==> src/rtl/output_display_driver.sv <==
// Captures an 8-bit value, converts it to BCD by sequential double-dabble (8 cycles, load ignored while busy)
// and drives a 3-digit multiplexed 7-segment display with leading-zero blanking; no backpressure.
module output_display_driver #(
  parameter int REFRESH_DIV  = 1024,
  parameter bit COMMON_ANODE = 1'b0
) (
  input  logic        clk,
  input  logic        rst,
  input  logic        load,
  input  logic [7:0]  dataIn,
  output logic        busy,
  output logic        valid,
  output logic [11:0] bcdOut,
  output logic [6:0]  segments,
  output logic [2:0]  digitSelect
);

  typedef enum logic [1:0] {IDLE, CONVERT, DISPLAY} state_t;

  localparam int CW = (REFRESH_DIV > 1) ? $clog2(REFRESH_DIV) : 1;
  localparam logic [CW-1:0] REF_MAX = CW'(REFRESH_DIV - 1);

  state_t        state;
  logic [7:0]    shiftReg;
  logic [11:0]   scratch;
  logic [2:0]    iterCnt;
  logic [CW-1:0] refCnt;
  logic [2:0]    selReg;

  logic [11:0]   adjusted;
  logic [19:0]   shifted;

  function automatic logic [3:0] addThree(input logic [3:0] n);
    return (n >= 4'd5) ? n + 4'd3 : n;
  endfunction

  function automatic logic [6:0] decodeDigit(input logic [3:0] n);
    logic [6:0] s;
    case (n)
      4'd0:    s = 7'h3F;
      4'd1:    s = 7'h06;
      4'd2:    s = 7'h5B;
      4'd3:    s = 7'h4F;
      4'd4:    s = 7'h66;
      4'd5:    s = 7'h6D;
      4'd6:    s = 7'h7D;
      4'd7:    s = 7'h07;
      4'd8:    s = 7'h7F;
      4'd9:    s = 7'h6F;
      default: s = 7'h00;
    endcase
    return s;
  endfunction

  // One double-dabble step: adjust every nibble first, then shift the whole window left.
  always_comb begin
    adjusted = {addThree(scratch[11:8]), addThree(scratch[7:4]), addThree(scratch[3:0])};
    shifted  = {adjusted, shiftReg} << 1;
  end

  always_ff @(posedge clk) begin
    if (rst) begin
      state    <= IDLE;
      busy     <= 1'b0;
      valid    <= 1'b0;
      bcdOut   <= 12'h000;
      iterCnt  <= 3'd0;
      shiftReg <= 8'h00;
      scratch  <= 12'h000;
    end else begin
      case (state)
        IDLE, DISPLAY: begin
          if (load) begin
            shiftReg <= dataIn;
            scratch  <= 12'h000;
            iterCnt  <= 3'd0;
            busy     <= 1'b1;
            state    <= CONVERT;
          end
        end
        CONVERT: begin
          scratch  <= shifted[19:8];
          shiftReg <= shifted[7:0];
          iterCnt  <= iterCnt + 3'd1;
          if (iterCnt == 3'd7) begin
            bcdOut <= shifted[19:8];
            valid  <= 1'b1;
            busy   <= 1'b0;
            state  <= DISPLAY;
          end
        end
        default: state <= IDLE;
      endcase
    end
  end

  always_ff @(posedge clk) begin
    if (rst) begin
      refCnt <= '0;
      selReg <= 3'b001;
    end else if (refCnt == REF_MAX) begin
      refCnt <= '0;
      selReg <= {selReg[1:0], selReg[2]};
    end else begin
      refCnt <= refCnt + 1'b1;
    end
  end

  logic [3:0] curDigit;
  logic       curBlank;
  logic [6:0] segRaw;

  always_comb begin
    curDigit = bcdOut[3:0];
    curBlank = 1'b0;
    case (selReg)
      3'b010: begin
        curDigit = bcdOut[7:4];
        curBlank = (bcdOut[11:8] == 4'd0) && (bcdOut[7:4] == 4'd0);
      end
      3'b100: begin
        curDigit = bcdOut[11:8];
        curBlank = (bcdOut[11:8] == 4'd0);
      end
      default: begin
        curDigit = bcdOut[3:0];
        curBlank = 1'b0;
      end
    endcase
    segRaw = (!valid || curBlank) ? 7'h00 : decodeDigit(curDigit);
  end

  assign segments    = COMMON_ANODE ? ~segRaw : segRaw;
  assign digitSelect = COMMON_ANODE ? ~selReg : selReg;

endmodule

==> config.mk <==
export PLATFORM = sky130hd
export DESIGN_NAME = output_display_driver
export DESIGN_NICKNAME = d
export VERILOG_FILES = /design/src/rtl/output_display_driver.sv
export SDC_FILE = /design/constraint.sdc
export NUM_CORES = 1
export LEC_CHECK = 0
export CAP_MARGIN = 20
export CORE_MARGIN = 2
export CORE_UTILIZATION = 55
export CTS_CLUSTER_SIZE = 10
export DETAILED_ROUTE_END_ITERATION = 6
export GPL_TIMING_DRIVEN = 0
export PLACE_DENSITY = 0.85
export SYNTH_ARGS = -nofsm -noshare
export SYNTH_HDL_FRONTEND = slang
export SYNTH_SLANG_ARGS = --single-unit
==> constraint.sdc <==
create_clock -name clk -period 2.51 [get_ports clk]
set_clock_uncertainty 0.1 [all_clocks]
set_input_delay 0.251 -clock clk [delete_from_list [all_inputs] [get_ports clk]]
set_output_delay 0.251 -clock clk [all_outputs]
set_load 0.05 [all_outputs]
==> reports/results.ini <==
[sta]
worst_slew_pin_slew_ns=0.5242
finalSetupViolCount=0
fin_ws_ns=0.009834
fin_crit_sh_pct=99.61
maxSlewHeadroom_pct=65.05
max_clock_freq_mhz=400.0
slew_viol_final=0
fin_crit_ns=2.500
rsz0062_at_grt=yes
setup_tns_ns=0
hold_viol=0
timing.hold.ws_ns=0.2951

[setup_path]
startpoint_type=flop
crit_arrival_ns=2.15
path_class=flop to primary output
cp_max_fo=10
cp_slowest_cell=dfxtp_2
critPathMaxStageDelay_ns=0.36
crit_path_cell_trace=buf_6, nor2b_1, o21ai_2, o221ai_4, buf_4, ha_1, mux2i_1, o22ai_2, buf_6
endpoint_kind=primary output
cp.required_ns=2.16
ff2ff_path_depth=7
worst_path_most_repeated_cell=buf_6

[routing]
drtAntennaViolNets=0
drtIter0Drc=126
dr.pass1.iters=4
num_vias=2351
via_per_inst=5.611
drc_errors=0
routed_wl_mm=6.248
routedWlPerCell_um=14.91

[yosys]
synth.distinct_cells=43
synth_fa_ha_area_share_pct=6.660
synth_cells=312
synth_area_um2=2630
synth_compound_area_share_pct=17.75
synth.area.mux_share_pct=3.425
async_reset_ff_share_pct=0
synthXorXnorAreaFrac_pct=3.996
ys_seq_area_share_pct=39.58
synth_seq_cells=52
yosysMostFrequentCell=dfxtp_1
yosys.area.top_type=dfxtp_1
synth_top_area_share_pct=39.58
synth-edff-count=0
postSynthNetCount=337
syn_area_per_cell_um2=8.430
synthSimpleGateAreaFrac_pct=23.88
synthFlopType=dfxtp_1
synth_common_cells=dfxtp_1 (52), nor2_1 (41), nand2_1 (33)
yosysWarnings=0
synth_top_family_by_area=simple AND/OR/NAND/NOR gates
synthTopCellsByArea=dfxtp_1 (40%), ha_1 (6.7%), nor2_1 (5.9%)

[global_route]
globalRouteOverflowTotal=0
grt_pass1_vias=2219
met3_usage_pct=3.315
grt_busiest_layer=met2
grt_max_degree=16
grt_pass1_wl_mm=9.936
grt_usage_pct=23.51
antenna_found_initial=0
use_met2_pct=42.74
grt_util_met1_pct=28.58

[clock_tree]
cts_max_level=2
clock_latency_ns=0.30
clockBufferDepth=2
path_clk_slew_ns=0.09
cts_num_sinks=52
cts_tree=yes
cts_hold_buf=0
root_buffer=clkbuf_8
numCtsBuffers=5

[run]
drv_cap=0

[die]
die_w_um=73.15
num_rows=25
start_util_pct=56.43
dieArea_um2=5351
coreArea_um2=4661
io_pins=35
die_h_um=73.15

[placement]
place.gp.congestion=0.7896
hpwl_mm=4.198
pre_cts_ws_ns=-0.5026
portBuffers=33

[power_and_ir_drop]
leakage_uw=0.001282
power_density_nw_per_um2=456.2
peakVddDrop_uv=520.0

[worst_hold_path]
min_path_cells=2
min_path_type=input port to flop

[finish]
drive_above_1_share_pct=15.89
fill_cells=352
areaGrowthSynthToFinish_pct=27.78
antenna_cells=0
layout.nets=389

[run_status]
status=finished, final reports clean

what timing repair did:
action | CTS | global route
gates resized for setup | 51 | 12
endpoints found under the setup margin | 7 | 7
setup buffers | 1 | 11
gates cloned | 0 | 0
pin swaps | 3 | 4
worst paths after layout:
path	slack (ns)	end	from
setup / recovery	0.01	segments[5]	digitSelect[1]
hold / removal	0.30	scratch[4]	rst
setup reg to reg	0.61	bcdOut[2]	iterCnt[0]
hold reg to reg	0.34	refCnt[0]	refCnt[0]
area by class of cell:
| cell class | count | area, um2 | share of cell area (%) |
|---|---|---|---|
| Inverter | 13 | 48.80 | 1.452 |
| Sequential cell | 52 | 1046 | 31.12 |
| Timing Repair Buffer | 45 | 414.1 | 12.32 |
| Clock inverter | 2 | 35.03 | 1.042 |
| Buffer | 17 | 77.57 | 2.308 |
| Multi-Input combinational cell | 230 | 1599 | 47.58 |
| Clock buffer | 6 | 72.57 | 2.159 |
| Tap cell | 54 | 67.56 | 2.010 |
metrics by stage:
stage	util, %	instance area (um2)	power, uW	std cells
detailed placement	66.17	3084	991.9	399
floorplan	-	2686	949.1	312
finish	72.11	3361	1533	419
global route	72.11	3361	1579	419
global placement	66.17	3084	988.3	399
CTS	69.13	3222	1537	408
placed cells by master (no fill, tap or decap), types with 9 or more instances in the layout:
cell             synthesis  final
dfxtp_1                 52     50
nor2_1                  41     40
nand2_1                 33     33
clkdlybuf4s50_1          0     26
a21oi_1                 21     19
buf_4                    0     16
inv_1                   13     13
ha_1                    14     13
clkbuf_1                11     12
nor3_1                  11     10
nor2b_1                  9      9
a22oi_1                  9      9
cell families after synthesis:
logic type / after synthesis
AOI/OAI and AO/OA: 67
and+or+nand+nor: 128
muxes: 9
xor gates and xnor gates: 12
DFF: 52
adders and majority gates: 14
buffers and inverters: 30
sequential cells by signal, summed over array words and instances (netlist names):
register / flops
bcdOut: 12
scratch: 12
shiftReg: 8
refCnt: 10
digitSelect: 3
valid: 1
state: 2
busy: 1
iterCnt: 3
report_power, final:
part	internal [uW]	switching, uW
Combinational	43.6	71.1
Clock	296	265
Sequential	844	13.3
Total	1180	350
critical path, delay by kind of cell (launching register included):
kind,cells,cell delay (ns)
AOI/OAI and AO/OA,3,0.46
adders and majority gates,1,0.18
buffers and inverters,3,0.49
DFF,1,0.36
muxes,1,0.21
and+or+nand+nor,1,0.14
layer usage:
metal / up-vias / share of wire, %
met4: 0 / 1.4
met5: - / 0
met1: 1101 / 44
li1: 1184 / -
met3: 8 / 3.2
met2: 58 / 52
Note: power is estimated with default switching activity, not from simulation.
